<file path="src/rtl/ocd_sram_bist.sv">
// March C- BIST controller for NUM_BANKS OCD SRAM macros on a shared bus.
// Banks are tested one at a time in ascending order; the first miscompare aborts the run.
module ocd_sram_bist #(
    parameter int NUM_BANKS = 4,
    parameter int ADDR_W    = 9,
    parameter int DATA_W    = 8,
    parameter int BANK_W    = 3
) (
    input  logic                        clk,
    input  logic                        rst_n,
    input  logic                        start,
    input  logic [NUM_BANKS-1:0]        bank_en,
    output logic [NUM_BANKS-1:0]        sram_cen,
    output logic                        sram_gwen,
    output logic [DATA_W-1:0]           sram_wen,
    output logic [ADDR_W-1:0]           sram_a,
    output logic [DATA_W-1:0]           sram_d,
    input  logic [NUM_BANKS*DATA_W-1:0] sram_q,
    output logic                        busy,
    output logic                        done,
    output logic                        pass,
    output logic                        fail,
    output logic [BANK_W-1:0]           fail_bank,
    output logic [ADDR_W-1:0]           fail_addr,
    output logic [2:0]                  fail_elem,
    output logic [DATA_W-1:0]           fail_mask
);

    localparam logic [ADDR_W-1:0] ADDR_MAX = '1;

    typedef enum logic [2:0] {S_IDLE, S_SEEK, S_RUN, S_FLUSH, S_DONE} state_t;

    state_t                            state_q, state_d;
    logic [NUM_BANKS-1:0]              rem_q, rem_d;
    logic [BANK_W-1:0]                 sel_q, sel_d;
    logic [2:0]                        elem_q, elem_d;
    logic [ADDR_W-1:0]                 addr_q, addr_d;
    logic                              ph_q, ph_d;
    logic [NUM_BANKS-1:0]              cen_q, cen_d;
    logic                              gwen_q, gwen_d;
    logic [DATA_W-1:0]                 wen_q, wen_d;
    logic [ADDR_W-1:0]                 a_q, a_d;
    logic [DATA_W-1:0]                 d_q, d_d;
    logic [1:0]                        vld_pipe_q, vld_pipe_d;
    logic [DATA_W-1:0]                 cmp_exp_q, cmp_exp_d;
    logic [ADDR_W-1:0]                 cmp_addr_q, cmp_addr_d;
    logic [2:0]                        cmp_elem_q, cmp_elem_d;
    logic                              busy_q, busy_d, done_q, done_d;
    logic                              pass_q, pass_d, fail_q, fail_d;
    logic [BANK_W-1:0]                 fail_bank_q, fail_bank_d;
    logic [ADDR_W-1:0]                 fail_addr_q, fail_addr_d;
    logic [2:0]                        fail_elem_q, fail_elem_d;
    logic [DATA_W-1:0]                 fail_mask_q, fail_mask_d;

    logic [NUM_BANKS-1:0][DATA_W-1:0]  q_arr;
    logic [DATA_W-1:0]                 rd_data;
    logic                              miscmp, abort, op_issue, op_wr, last_op, down;
    logic [BANK_W-1:0]                 pick;
    logic [2:0]                        nx_elem;
    logic [ADDR_W-1:0]                 nx_addr;
    logic                              nx_ph;

    for (genvar b = 0; b < NUM_BANKS; b++) begin : g_q
        assign q_arr[b] = sram_q[b*DATA_W +: DATA_W];
    end

    always_comb begin
        state_d     = state_q;
        rem_d       = rem_q;
        sel_d       = sel_q;
        elem_d      = elem_q;
        addr_d      = addr_q;
        ph_d        = ph_q;
        cen_d       = '1;
        gwen_d      = 1'b1;
        wen_d       = '1;
        a_d         = a_q;
        d_d         = d_q;
        vld_pipe_d  = {vld_pipe_q[0], 1'b0};
        // Read background is all-1 in M2/M4, all-0 in M1/M3/M5.
        cmp_exp_d   = {DATA_W{~elem_q[0]}};
        cmp_addr_d  = addr_q;
        cmp_elem_d  = elem_q;
        busy_d      = busy_q;
        done_d      = 1'b0;
        pass_d      = pass_q;
        fail_d      = fail_q;
        fail_bank_d = fail_bank_q;
        fail_addr_d = fail_addr_q;
        fail_elem_d = fail_elem_q;
        fail_mask_d = fail_mask_q;
        abort       = 1'b0;
        op_issue    = 1'b0;
        op_wr       = 1'b0;

        rd_data = '0;
        for (int b = 0; b < NUM_BANKS; b++)
            if (sel_q == BANK_W'(b)) rd_data = q_arr[b];
        miscmp = vld_pipe_q[1] && (rd_data != cmp_exp_q);

        pick = '0;
        for (int b = NUM_BANKS-1; b >= 0; b--)
            if (rem_q[b]) pick = BANK_W'(b);

        down    = (elem_q == 3'd3) || (elem_q == 3'd4);
        last_op = (elem_q == 3'd5) && (addr_q == ADDR_MAX);
        nx_elem = elem_q;
        nx_addr = addr_q;
        nx_ph   = 1'b0;
        if (elem_q != 3'd0 && elem_q != 3'd5 && !ph_q) begin
            nx_ph = 1'b1;
        end else if (down) begin
            if (addr_q == '0) begin
                nx_elem = elem_q + 3'd1;
                nx_addr = (elem_q == 3'd3) ? ADDR_MAX : '0;
            end else begin
                nx_addr = addr_q - ADDR_W'(1);
            end
        end else begin
            if (addr_q == ADDR_MAX) begin
                nx_elem = elem_q + 3'd1;
                nx_addr = (elem_q == 3'd2) ? ADDR_MAX : '0;
            end else begin
                nx_addr = addr_q + ADDR_W'(1);
            end
        end

        case (state_q)
            S_IDLE: begin
                busy_d = 1'b0;
                if (start) begin
                    rem_d       = bank_en;
                    pass_d      = 1'b0;
                    fail_d      = 1'b0;
                    fail_bank_d = '0;
                    fail_addr_d = '0;
                    fail_elem_d = '0;
                    fail_mask_d = '0;
                    busy_d      = 1'b1;
                    state_d     = S_SEEK;
                end
            end
            S_SEEK: begin
                if (rem_q == '0) begin
                    state_d = S_DONE;
                    done_d  = 1'b1;
                    busy_d  = 1'b0;
                    pass_d  = ~fail_q;
                end else begin
                    sel_d    = pick;
                    rem_d    = rem_q & ~(NUM_BANKS'(1) << pick);
                    elem_d   = 3'd0;
                    addr_d   = '0;
                    ph_d     = 1'b0;
                    op_issue = 1'b1;
                    state_d  = S_RUN;
                end
            end
            S_RUN: begin
                if (miscmp) begin
                    abort = 1'b1;
                end else if (last_op) begin
                    state_d = S_FLUSH;
                end else begin
                    elem_d   = nx_elem;
                    addr_d   = nx_addr;
                    ph_d     = nx_ph;
                    op_issue = 1'b1;
                end
            end
            S_FLUSH: begin
                if (miscmp) abort = 1'b1;
                else        state_d = S_SEEK;
            end
            S_DONE:  state_d = S_IDLE;
            default: state_d = S_IDLE;
        endcase

        if (abort) begin
            state_d     = S_DONE;
            done_d      = 1'b1;
            busy_d      = 1'b0;
            pass_d      = 1'b0;
            fail_d      = 1'b1;
            fail_bank_d = sel_q;
            fail_addr_d = cmp_addr_q;
            fail_elem_d = cmp_elem_q;
            fail_mask_d = rd_data ^ cmp_exp_q;
        end

        // Outputs are registered for the op presented during the coming cycle.
        if (op_issue) begin
            op_wr         = (elem_d == 3'd0) || (elem_d != 3'd5 && ph_d);
            cen_d         = ~(NUM_BANKS'(1) << sel_d);
            gwen_d        = ~op_wr;
            wen_d         = {DATA_W{~op_wr}};
            a_d           = addr_d;
            vld_pipe_d[0] = ~op_wr;
            if (op_wr) d_d = {DATA_W{elem_d[0]}};
        end
    end

    always_ff @(posedge clk) begin
        if (!rst_n) begin
            state_q     <= S_IDLE;
            rem_q       <= '0;
            sel_q       <= '0;
            elem_q      <= '0;
            addr_q      <= '0;
            ph_q        <= 1'b0;
            cen_q       <= '1;
            gwen_q      <= 1'b1;
            wen_q       <= '1;
            a_q         <= '0;
            d_q         <= '0;
            vld_pipe_q  <= '0;
            cmp_exp_q   <= '0;
            cmp_addr_q  <= '0;
            cmp_elem_q  <= '0;
            busy_q      <= 1'b0;
            done_q      <= 1'b0;
            pass_q      <= 1'b0;
            fail_q      <= 1'b0;
            fail_bank_q <= '0;
            fail_addr_q <= '0;
            fail_elem_q <= '0;
            fail_mask_q <= '0;
        end else begin
            state_q     <= state_d;
            rem_q       <= rem_d;
            sel_q       <= sel_d;
            elem_q      <= elem_d;
            addr_q      <= addr_d;
            ph_q        <= ph_d;
            cen_q       <= cen_d;
            gwen_q      <= gwen_d;
            wen_q       <= wen_d;
            a_q         <= a_d;
            d_q         <= d_d;
            vld_pipe_q  <= vld_pipe_d;
            cmp_exp_q   <= cmp_exp_d;
            cmp_addr_q  <= cmp_addr_d;
            cmp_elem_q  <= cmp_elem_d;
            busy_q      <= busy_d;
            done_q      <= done_d;
            pass_q      <= pass_d;
            fail_q      <= fail_d;
            fail_bank_q <= fail_bank_d;
            fail_addr_q <= fail_addr_d;
            fail_elem_q <= fail_elem_d;
            fail_mask_q <= fail_mask_d;
        end
    end

    assign sram_cen  = cen_q;
    assign sram_gwen = gwen_q;
    assign sram_wen  = wen_q;
    assign sram_a    = a_q;
    assign sram_d    = d_q;
    assign busy      = busy_q;
    assign done      = done_q;
    assign pass      = pass_q;
    assign fail      = fail_q;
    assign fail_bank = fail_bank_q;
    assign fail_addr = fail_addr_q;
    assign fail_elem = fail_elem_q;
    assign fail_mask = fail_mask_q;

endmodule
</file>
<file path="config.mk">
export PLATFORM = sky130hd
export DESIGN_NAME = ocd_sram_bist
export DESIGN_NICKNAME = d
export VERILOG_FILES = /design/src/rtl/ocd_sram_bist.sv
export SDC_FILE = /design/constraint.sdc
export NUM_CORES = 1
export LEC_CHECK = 0
export ABC_AREA = 1
export BUFFER_PORTS_ARGS = -buffer_cell sky130_fd_sc_hd__buf_2
export CAP_MARGIN = 25
export CORE_UTILIZATION = 49
export CTS_CLUSTER_SIZE = 16
export DETAILED_ROUTE_END_ITERATION = 6
export PLACE_DENSITY = 0.74
export SYNTH_ARGS = -nofsm -noshare
export SYNTH_HDL_FRONTEND = slang
export SYNTH_SLANG_ARGS = --single-unit
</file>
<file path="constraint.sdc">
create_clock -name clk -period 7.2 [get_ports clk]
set_input_delay 0.72 -clock clk [delete_from_list [all_inputs] [get_ports clk]]
set_output_delay 0.72 -clock clk [all_outputs]
set_load 0.01 [all_outputs]
</file>
==> results.cfg <==
[synth]
avgSynthCellArea_um2 = 6.72
synth_nets = 685
synth_mux_area_share_pct = 0
synth_fa_ha_area_share_pct = 2.63
syn_inst = 637
post_synth_and_or_nand_nor_area_fraction_pct = 31.8
synth-seq-cells = 80
synth_warnings = 0
synth_flop_cell = dfxtp_1
synth-edff-count = 0
netlist_area_mm2 = 0.00428
yosysSeqAreaShare_pct = 37.4
synth_top_family_by_area = simple AND/OR/NAND/NOR gates
synth.distinct_cells = 35
synth-compound-area-share_pct = 13.4
synth-xor-area-share_pct = 2.05
ys_async_sr_fraction_pct = 0

[setup_path]
worst_setup_path_end_kind = register
arrival_ps = 3230
cp.required_ps = 7440
max_stage_delay_ps = 560
critPathKind = reg -> reg
ff2ff_path_depth = 15
reg2reg_setup_slack_ps = 4210
cpMostUsedCell = nor2_1
startpoint_type = register
slowest_stage = dfxtp_1
worstPathCellList = inv_1 -> nand3_2 -> nor2_1 -> nor2_1 -> nand3_1 -> nand2_1 -> nand2_1 -> nor2_1 -> nand2_2 -> nand2_4 -> inv_2 -> o21ai_4 -> inv_2 -> nor2_2 -> nand3_1
critPathMaxFanout = 13

[clocking]
cts_hold_buf = 0
insertion_delay_ps = 360
cts_buffers = 9
cts_sinks = 80
tritoncts = done
clk_pin_slew_ps = 80
ctsResizeCount = 0
ctsRootBufferMaster = clkbuf_8
ctsHtreeMaxLevel = 3
cts_setup_buffers = 0
clockBufferDepth = 2

[global_routing]
antenna_found_initial = 0
overflow = 0
grt_pass1_vias = 3706
grt_pass1_wl_mm = 17.0
grt_max_degree = 35
grt_usage_pct = 23.8

[layout]
antennaDiodeCount = 0
final_common_cell = nand2_1
multi_input_area_mm2 = 0.00214
layout.nets = 756
fin_cells = 818
area_growth_pct = 13.9
seq_area_mm2 = 0.00160
drive_gt1_share_pct = 18.2
final.fill_count = 813
layout_common_cells = 161 x nand2_1, 95 x buf_2, 80 x dfxtp_1

[route]
vias_per_cell = 5.28
ant_nets = 0
first_pass_iters = 5
route.final.wire_length_mm = 10.6
drt-initial-drc-count = 371
wl_per_cell_um = 13.0
post-route-drc-count = 0
vias = 4320

[timing]
fmax_ghz = 0.335
tightest_slew_ps = 979
setup_slack_ps = 4210
rsz0062_at_grt = false
fin_setup_tns_ps = 0
finalSetupViolCount = 0
finalHoldViolCount = 0
slew_viol_final = 0
slew_headroom_pct = 34.4
finalCritPeriodShare_pct = 41.5
finalClockSkew_ps = 16.2
min_period_ps = 2990

[placed_design]
port-buffer-count = 95
routabilityCongestion = 0.897
place_ws_ps = 4270
place_inst = 802
dp_hpwl_mm = 7.65

[power_and_ir_drop]
p_per_area_mw_per_mm2 = 282
sw_frac_of_total_pct = 41.3
max-vdd-ir-drop_mv = 0.156
combPwrFrac_pct = 37.5
clock_power_share_pct = 24.8
leakage_uw = 0.00244
switching_power_uw = 568
internal_power_uw = 808
total_power_uw = 1380
seqPwrFrac_pct = 37.7

[floorplanning]
initial_utilization_pct = 51.3
num_rows = 33
dieArea_mm2 = 0.00911
fp.dieW_um = 95.5
die_h_um = 95.5
io_pins = 96
core_area_mm2 = 0.00834

[worst_hold_path]
hold_path.class = reg -> reg
holdPathStages = 2

[status]
outcome = completed

[flow_run]
maxCapViolations = 0
synth_stat cells, types with 2 or more instances:
cell type / instances / share of area [%]
buf_6: 2 / 0.53
inv_2: 6 / 0.53
o21bai_1: 4 / 0.70
o211ai_1: 9 / 1.6
clkbuf_1: 10 / 0.88
dfxtp_1: 80 / 37
nor2_1: 53 / 4.6
o22ai_1: 2 / 0.29
nand2_1: 161 / 14
o21ai_0: 15 / 1.8
a21oi_1: 49 / 5.7
a211oi_1: 2 / 0.35
a31oi_1: 2 / 0.29
nand2_2: 3 / 0.44
o21ai_1: 13 / 1.5
a221oi_1: 2 / 0.41
ha_1: 9 / 2.6
buf_4: 18 / 3.2
nand2_4: 2 / 0.53
nor3_1: 21 / 2.5
xor2_1: 9 / 1.8
buf_2: 6 / 0.70
nand4_1: 3 / 0.44
inv_1: 78 / 6.8
nand3_1: 68 / 8.0
power groups by stage:
stage	clock network [uW]	registers, uW	logic (uW)
floorplan	0	529	408
global placement	0	527	495
detailed placement	0	529	508
CTS	348	519	512
global route	366	526	579
finish	341	519	516
registers in the layout (all words and copies together) (netlist names), 2 cells and up:
name,count
fail_addr,9
sram_a,9
rem_q,4
fail_bank,3
state_q,3
addr_q,9
cmp_elem_q,3
cmp_addr_q,9
sel_q,3
fail_mask,8
sram_cen,4
vld_pipe_q,2
cmp_elem_d,3
fail_elem,3
metal layers:
layer  GRT usage, %  wire length [um]  vias to the layer above
met2           38.5              4780                      177
met3           4.39               763                       18
met4           10.2               225                        0
met5              0                 0                        -
met1           31.1              4870                     1949
li1               -                 -                     2176
worst paths after layout:
path                         to     startpoint
hold reg to reg   vld_pipe_q[1]  vld_pipe_q[0]
hold / removal    vld_pipe_q[1]  vld_pipe_q[0]
setup / recovery    sram_cen[0]       sel_q[0]
setup reg to reg    sram_cen[0]       sel_q[0]
critical path, delay by kind of cell (launching register included):
| family | cells | cell delay, ps |
|---|---|---|
| DFF | 1 | 560 |
| AOI/OAI and AO/OA | 1 | 400 |
| buffers and inverters | 3 | 580 |
| and+or+nand+nor | 11 | 1310 |
area by class of cell:
cell class / count / share of cell area (%)
sequential: 80 / 32.8
inverter: 85 / 6.54
clock inverter: 7 / 1.62
timing repair buffer: 96 / 9.91
multi-input combinational: 436 / 43.9
clock buffer: 9 / 2.54
tap: 105 / 2.69
kinds of logic (layout without fill, tap and decap cells):
logic type,after synthesis,in the layout
flops,80,80
xor+xnor,10,10
buf+inv,121,197
simple gates,316,316
compound gates,101,101
fa+ha+maj,9,9
metrics by stage:
stage	hold WS, ps	area [um^2]	util [%]
after global routing	450	4880	58.5
after CTS	421	4880	58.5
after global placement	394	4670	56.0
final	425	4880	58.5
after floorplan	390	4280	-
after detailed placement	408	4670	56.0
Note: power is estimated with default switching activity, not from simulation.
